`src/rtl/man_mul_seq.sv`:
```
// Sequential shift-add mantissa multiplier with one-cycle normalise-and-round.
// The multiplier retires STEP bits per cycle, then produces a MAN_W-bit mantissa and exponent-adjust flags.
`timescale 1ns/1ps
module man_mul_seq #(
  parameter int MAN_W = 24,
  parameter int STEP  = 1
) (
  input  logic             clk,
  input  logic             rst,
  input  logic             in_valid,
  output logic             in_ready,
  input  logic [MAN_W-1:0] a,
  input  logic [MAN_W-1:0] b,
  input  logic [1:0]       rmode,
  output logic             out_valid,
  input  logic             out_ready,
  output logic [MAN_W-1:0] man_out,
  output logic             exp_inc,
  output logic             rnd_ovf,
  output logic             inexact
);

  localparam int N     = MAN_W / STEP;
  localparam int CNT_W = (N > 1) ? $clog2(N) : 1;
  localparam int PW    = 2 * MAN_W;

  typedef enum logic [1:0] {IDLE, MUL, ROUND, DONE} state_t;

  state_t             state_q, state_d;
  logic [PW-1:0]      mcand_q, mcand_d;
  logic [PW-1:0]      acc_q, acc_d;
  logic [MAN_W-1:0]   b_q, b_d;
  logic [1:0]         rmode_q, rmode_d;
  logic [CNT_W-1:0]   cnt_q, cnt_d;
  logic               in_ready_q, in_ready_d;
  logic               out_valid_q, out_valid_d;
  logic [MAN_W-1:0]   man_out_q, man_out_d;
  logic               exp_inc_q, exp_inc_d;
  logic               rnd_ovf_q, rnd_ovf_d;
  logic               inexact_q, inexact_d;

  logic               norm, g_bit, r_bit, s_bit, inc;
  logic [MAN_W-1:0]   m_val;

  // NOTE: every _d gets a default before the case, so this block can never infer a latch.
  always_comb begin
    state_d     = state_q;
    mcand_d     = mcand_q;
    acc_d       = acc_q;
    b_d         = b_q;
    rmode_d     = rmode_q;
    cnt_d       = cnt_q;
    in_ready_d  = in_ready_q;
    out_valid_d = out_valid_q;
    man_out_d   = man_out_q;
    exp_inc_d   = exp_inc_q;
    rnd_ovf_d   = rnd_ovf_q;
    inexact_d   = inexact_q;

    // Normalise: a product of two [1,2) mantissas lies in [1,4), so at most one extra bit.
    norm = acc_q[PW-1];
    if (norm) begin
      m_val = acc_q[PW-1:MAN_W];
      g_bit = acc_q[MAN_W-1];
      r_bit = acc_q[MAN_W-2];
      s_bit = |acc_q[MAN_W-3:0];
    end else begin
      m_val = acc_q[PW-2:MAN_W-1];
      g_bit = acc_q[MAN_W-2];
      r_bit = acc_q[MAN_W-3];
      s_bit = |acc_q[MAN_W-4:0];
    end

    case (rmode_q)
      2'd1:    inc = 1'b0;
      2'd2:    inc = g_bit | r_bit | s_bit;
      default: inc = g_bit & (r_bit | s_bit | m_val[0]);
    endcase

    case (state_q)
      IDLE: begin
        if (in_valid) begin
          mcand_d    = {{MAN_W{1'b0}}, a};
          b_d        = b;
          rmode_d    = rmode;
          acc_d      = '0;
          cnt_d      = CNT_W'(N - 1);
          in_ready_d = 1'b0;
          state_d    = MUL;
        end
      end
      MUL: begin
        for (int i = 0; i < STEP; i++) begin
          if (b_q[i]) acc_d = acc_d + (mcand_q << i);
        end
        mcand_d = mcand_q << STEP;
        b_d     = b_q >> STEP;
        if (cnt_q == '0) state_d = ROUND;
        else             cnt_d   = cnt_q - 1'b1;
      end
      ROUND: begin
        // Rounding an all-ones mantissa up wraps to 1.000..., which the exponent absorbs.
        if (inc && (&m_val)) begin
          man_out_d = {1'b1, {(MAN_W-1){1'b0}}};
          rnd_ovf_d = 1'b1;
        end else begin
          man_out_d = m_val + {{(MAN_W-1){1'b0}}, inc};
          rnd_ovf_d = 1'b0;
        end
        exp_inc_d   = norm;
        inexact_d   = g_bit | r_bit | s_bit;
        out_valid_d = 1'b1;
        state_d     = DONE;
      end
      DONE: begin
        if (out_ready) begin
          out_valid_d = 1'b0;
          in_ready_d  = 1'b1;
          state_d     = IDLE;
        end
      end
      default: state_d = IDLE;
    endcase
  end

  // NOTE: sequential state uses <= only, so every flop samples the pre-edge values of the others.
  always_ff @(posedge clk) begin
    if (rst) begin
      state_q     <= IDLE;
      mcand_q     <= '0;
      acc_q       <= '0;
      b_q         <= '0;
      rmode_q     <= '0;
      cnt_q       <= '0;
      in_ready_q  <= 1'b1;
      out_valid_q <= 1'b0;
      man_out_q   <= '0;
      exp_inc_q   <= 1'b0;
      rnd_ovf_q   <= 1'b0;
      inexact_q   <= 1'b0;
    end else begin
      state_q     <= state_d;
      mcand_q     <= mcand_d;
      acc_q       <= acc_d;
      b_q         <= b_d;
      rmode_q     <= rmode_d;
      cnt_q       <= cnt_d;
      in_ready_q  <= in_ready_d;
      out_valid_q <= out_valid_d;
      man_out_q   <= man_out_d;
      exp_inc_q   <= exp_inc_d;
      rnd_ovf_q   <= rnd_ovf_d;
      inexact_q   <= inexact_d;
    end
  end

  assign in_ready  = in_ready_q;
  assign out_valid = out_valid_q;
  assign man_out   = man_out_q;
  assign exp_inc   = exp_inc_q;
  assign rnd_ovf   = rnd_ovf_q;
  assign inexact   = inexact_q;

endmodule

```
`config.mk`:
```
export PLATFORM = sky130hd
export DESIGN_NAME = man_mul_seq
export DESIGN_NICKNAME = d
export VERILOG_FILES = /design/src/rtl/man_mul_seq.sv
export SDC_FILE = /design/constraint.sdc
export NUM_CORES = 1
export LEC_CHECK = 0
export CORE_UTILIZATION = 55
export DETAILED_ROUTE_END_ITERATION = 10
export DONT_BUFFER_PORTS = 1
export PLACE_DENSITY = 0.7
export SLEW_MARGIN = 0
export SYNTH_ARGS = -nofsm -noshare
export SYNTH_HDL_FRONTEND = slang
export SYNTH_SLANG_ARGS = --single-unit
export TNS_END_PERCENT = 1
```
`constraint.sdc`:
```
create_clock -name clk -period 4.7 [get_ports clk]
set_input_delay 0.47 -clock clk [delete_from_list [all_inputs] [get_ports clk]]
set_output_delay 0.47 -clock clk [all_outputs]
set_load 0.01 [all_outputs]
```
## After elaboration in Yosys (flattened, before gate mapping)

Index checks and enable logic that the tools add are counted.

- Add/sub/neg operators: 3
- Equality and inequality tests: 10
- Multiplexer cells: 26
- Bitwise operators: 5
- Reductions and logical operators: 16

Operator list:

| operator | count |
|---|---|
| $pmux W48 S2 | 2 |
| $mux W48 | 3 |
| $mux W24 | 3 |
| $add A48 B48 Y48 | 1 |
| $pmux W24 S2 | 1 |
| $add A24 B1 Y24 | 1 |
| $reduce_and A24 Y1 | 1 |
| $reduce_or A22 Y1 | 1 |
| $reduce_or A21 Y1 | 1 |
| $reduce_and A3 Y1 | 4 |
| $mux W5 | 2 |
| $ne A2 B2 Y1 const B | 5 |
| $pmux W5 S2 | 1 |
| $pmux W2 S4 | 1 |
| $mux W1 | 7 |
| $eq A2 B2 Y1 const B | 3 |
| $mux W2 | 3 |
| $pmux W1 S2 | 3 |
| $reduce_and A2 Y1 | 3 |
| $reduce_bool A2 Y1 | 3 |
| $logic_not A5 Y1 | 1 |
| $sub A5 B1 Y5 const B | 1 |
| $eq A2 B1 Y1 const B | 2 |
| $or A1 B1 Y1 | 4 |
| other kinds (3) | 3 |

- Bits in registers: 158
- Input bits: 54
- Output and inout port bits: 29
- Word-level logic and storage cells: 72

## Logic depth before layout (Yosys ltp)

- Depth after elaboration: 8
- Mapped depth: 16

## Least setup slack after synthesis

OpenSTA, ideal clock, no wires.

- Path type: register -> register
- From: register acc_q[47]
- To: register man_out_q[21] (netlist: man_out[21])
- Arrival time: 3.369 ns
- Slack: 1.260 ns
- Cell stages (with the launch flop): 16
- Path buffers: 3
- Clock period less this slack: 3.440 ns
- Path through: dfxtp_1 -> buf_2 -> buf_1 -> mux2i_1 -> a21o_1 -> a211oi_1 -> ha_1 -> o2111ai_1 -> nor4_2 -> and3_1 -> clkbuf_1 -> and2_1 -> mux2_2 -> nand2_1 -> nand4_1 -> a21oi_1

- Word-level cells in the longest chain between the ends: 7
- Elaborated cells between the ends (all ways): 14
- Classes of those cells: 1 x add/sub; 6 x mux; 5 x bitwise; 2 x reduce/logical

Ends and longest elaborated chain:

| what | line | text |
|---|---|---|
| from (decl) | 31 | `logic [PW-1:0] acc_q, acc_d;` |
| from (signal assigned) | 131 | `acc_q <= '0;` |
| from (signal assigned) | 144 | `acc_q <= acc_d;` |
| $mux W1 | 62 | `if (norm) begin` |
| $or A1 B1 Y1 (2 in series) | 77 | `default: inc = g_bit & (r_bit \| s_bit \| m_val[0]);` |
| $and A1 B1 Y1 | 77 |  |
| $pmux W1 S2 | 74 | `case (rmode_q)` |
| $add A24 B1 Y24 / $logic_and A1 B1 Y1 (equally long branches) | 107, 103 |  |
| $mux W24 (*) | 103 | `if (inc && (&m_val)) begin` |
| to (signal assigned) | 150 | `man_out_q <= man_out_d;` |
| to (decl) | 37 | `logic [MAN_W-1:0] man_out_q, man_out_d;` |

Mark *: on every way between the ends. The rest lies on a longest branch, timed or not.
A chain may end at the register's enable or synchronous reset.

## Final worst setup path

- From: register acc_q[17]
- To: register man_out_q[21] (netlist: man_out[21])

- Word-level cells in the longest chain between the ends: 8
- Elaborated cells between the ends (all ways): 11
- Classes of those cells: 1 x add/sub; 3 x mux; 4 x bitwise; 3 x reduce/logical

Ends and longest elaborated chain:

| what | line |
|---|---|
| $reduce_or A22 Y1 / $reduce_or A21 Y1 (equally long branches) | 66, 71 |
| $mux W1 (*) | 62 |
| $or A1 B1 Y1 (2 in series) | 77 |
| $and A1 B1 Y1 | 77 |
| $pmux W1 S2 (*) | 74 |
| $add A24 B1 Y24 / $logic_and A1 B1 Y1 (equally long branches) | 107, 103 |
| $mux W24 (*) | 103 |

Marked as above.

==> flow_metrics.env <==
export IMPL_arrival_ns=3.76
export IMPL_initial_core_util_pct=57.0
export IMPL_finalHoldViolations=0
export IMPL_fmax_mhz=294
export IMPL_htreeDepth=4
export IMPL_grt_use_met1_pct=38.1
export IMPL_clk_latency_ns=0.42
export IMPL_multi_input_area_um2=6010
export IMPL_period_needed_ns=3.40
export IMPL_grtUsageTotal_pct=25.8
export IMPL_crit_required_ns=5.06
export IMPL_die_area_um2=17900
export IMPL_synthTopCellsByCount="dfxtp_1, nor2_1, a21oi_1, nand2_1, clkbuf_1"
export IMPL_routed_wirelength_um=22600
export IMPL_sw_frac_of_total_pct=36.4
export IMPL_register_area_um2=3160
export IMPL_grt_ovfl_total=0
export IMPL_avgSynthCellArea_um2=8.04
export IMPL_p_per_area_nw_per_um2=440
export IMPL_post_drt_wl_per_cell_um=16.4
export IMPL_clock_skew_ns=0.00998
export IMPL_numCtsBuffers=17
export IMPL_cts_hold_buf=0
export IMPL_p_comb_share_pct=30.6
export IMPL_post_route_period_util_pct=72.4
export IMPL_gp_congestion=0.898
export IMPL_p_leak_nw=3.89
export IMPL_synthCells=1189
export IMPL_post_route_util_pct=60.9
export IMPL_vias_per_cell=6.07
export IMPL_fillers=1497
export IMPL_grt_pass1_wl_um=37900
export IMPL_io_pins=83
export IMPL_dr_pass1_iters=4
export IMPL_ys_ff_latch=158
export IMPL_relSlewSlack_pct=30.2
export IMPL_yosys_cell_count_top_type="dfxtp_1"
export IMPL_drc=0
export IMPL_fp_row_count=47
export IMPL_netlist_cell_type_count=65
export IMPL_rsz0062_at_grt="no"
export IMPL_area_growth_syn_to_layout_pct=6.73
export IMPL_drtIter0Drc=762
export IMPL_critPathKind="flop to flop"
export IMPL_final_max_slew_viol_count=0
export IMPL_num_antenna_cells=0
export IMPL_drtAntennaViolNets=0
export IMPL_core_um2=16800
export IMPL_syn_cell_area_um2=9560
export IMPL_drive_gt1_share_pct=5.21
export IMPL_synthFlopType="dfxtp_1"
export IMPL_clk_pin_slew_worst_paths_ns=0.07
export IMPL_num_vias=8326
export IMPL_cts_path_max_buffers=2
export IMPL_cp_common_cell="nand4_1"
export IMPL_maxCapViolations=0
export IMPL_die_w_um=134
export IMPL_finalSetupViolations=0
export IMPL_met2_usage_pct=39.1
export IMPL_die_y_um=134
export IMPL_finalNonFillerCells=1372
export IMPL_crit_path_cell_trace="nor4_1 > nand4_1 > nor2_1 > a21o_1 > a211oi_1 > ha_1 > o2111ai_1 > nor4_2 > and3_1 > and2_1 > mux2_2 > nand2_1 > nand4_1 > a21oi_1"
export IMPL_cts_tree="yes"
export IMPL_async_flop_share_pct=0
export IMPL_io_buffers=0
export IMPL_rr_worst_depth=14
export IMPL_yosysWarnings=0
export IMPL_postSynthNetCount=1301
export IMPL_worst_slew_pin_slew_ns=1.05
export IMPL_cp_max_fo=7
export IMPL_internal_power_w=0.00285
export IMPL_slowest_stage="nor4_2"
export IMPL_ctsResizeCount=0
export IMPL_fin_tns_setup_ns=0
export IMPL_grt_max_degree=139
export IMPL_ys_seq_area_share_pct=33.1
export IMPL_dpl_cell_count=1340
export IMPL_nets=1251
export IMPL_power_frac_clock_pct=30.0
export IMPL_min_path_cells=1
export IMPL_hold_path_class="input pin to flop"
export IMPL_grt_antenna_before_repair=0
export IMPL_dpl_hpwl_um=15600
export IMPL_postCtsSetupBuffers=0
export IMPL_grt_pass1_vias=7592
export IMPL_pwr_share_seq_pct=39.4
export IMPL_ir_drop_uv=361
export IMPL_grt_use_met3_pct=3.36
export IMPL_max_stage_delay_ns=0.45
export IMPL_yosysTopAreaCell="dfxtp_1"
export IMPL_status="finished, final reports clean"
export IMPL_start_kind="flop"
export IMPL_top_usage_layer="met2"
export IMPL_setup_worst_path_end_class="flop"
export IMPL_synthTopCellsByArea="dfxtp_1, ha_1, a21oi_1"
export IMPL_timing_hold_ws_ns=0.121
export IMPL_cts_root_buf="clkbuf_16"
export IMPL_switchingPower_w=0.00164
export IMPL_clock_sinks=158
export IMPL_synth_edf_count=0
export IMPL_synth_top_area_share_pct=33.1
-- metal layers --
layer,part of all wire (%),wire length (um)
met1,51,11600
met5,0,0
met2,43,9700
met4,1.3,291
met3,4.3,978
-- critical path, delay by kind of cell, from the launching register on --
family                   cells  cell delay, ns
AO/OA/AOI/OAI                4            0.86
adder cells (fa/ha/maj)      1            0.28
flip-flops                   1            0.38
multiplexers                 1            0.34
AND/OR/NAND/NOR              8            1.45
-- kinds of logic after synthesis --
family	after synthesis	synth area share [%]
AND/OR/NAND/NOR	381	18.3
buffers and inverters	108	4.25
adder cells (fa/ha/maj)	58	7.67
flip-flops	158	33.1
multiplexers	59	6.24
XOR/XNOR	54	4.95
AO/OA/AOI/OAI	371	25.5
-- sequential cells by signal, summed over array words and instances (netlist names) --
name / flops
mcand_q: 48
acc_q: 48
state_q: 2
out_valid: 1
rnd_ovf: 1
b_q: 24
man_out: 24
inexact: 1
exp_inc: 1
rmode_q: 2
in_ready: 1
cnt_q: 5
-- placed cells by master (no fill, tap or decap), types with 6 or more instances in the layout --
| master | n |
|---|---|
| ha_1 | 56 |
| nand3_1 | 32 |
| nand4_1 | 21 |
| xnor2_1 | 32 |
| buf_4 | 10 |
| clkbuf_16 | 17 |
| a22oi_1 | 48 |
| o2111ai_1 | 7 |
| nor3_1 | 18 |
| a31oi_1 | 11 |
| and2_1 | 11 |
| mux2i_1 | 54 |
| and3_1 | 12 |
| xor2_1 | 22 |
| a21oi_1 | 110 |
| nand2_1 | 101 |
| a211oi_1 | 55 |
| o21a_1 | 7 |
| o21ai_0 | 57 |
| dfxtp_1 | 157 |
| inv_1 | 28 |
| clkinvlp_4 | 6 |
| nor2_1 | 143 |
| a21o_1 | 24 |
| nand2b_1 | 6 |
| o21bai_1 | 10 |
| or3_1 | 7 |
| nor2b_1 | 15 |
-- area by class of cell --
class	instances	share of cell area [%]
inverters	29	1.07
repair buffers	10	0.736
well taps	220	2.70
flip-flops and latches	158	31.0
clock inverters	14	1.30
multi-input cells	923	58.9
clock buffers	18	4.30
-- power groups by stage --
stage / clock (W) / sequential, W / combinational (W)
floorplan: 0 / 0.00173 / 0.00113
global placement: 0 / 0.00179 / 0.00134
detailed placement: 0 / 0.00180 / 0.00137
CTS: 0.00136 / 0.00177 / 0.00137
global route: 0.00143 / 0.00180 / 0.00154
finish: 0.00135 / 0.00177 / 0.00137
-- through the flow --
step | total power, W | setup WS, ns | cell area, um^2
2_1_floorplan | 0.00286 | 1.26 | 9560
3_3_place_gp | 0.00313 | 1.44 | 9630
3_5_place_dp | 0.00316 | 1.38 | 9630
4_1_cts | 0.00451 | 1.34 | 10200
5_1_grt | 0.00476 | 1.03 | 10200
6_report | 0.00449 | 1.30 | 10200
-- path summary, 6_finish.rpt --
path | startpoint | to | slack (ns)
setup / recovery | acc_q[17] | man_out[21] | 1.30
hold / removal | rst | mcand_q[43] | 0.12
setup reg to reg | acc_q[17] | man_out[21] | 1.30
hold reg to reg | rmode_q[0] | rmode_q[0] | 0.46
Note: power is estimated with default switching activity, not from simulation.
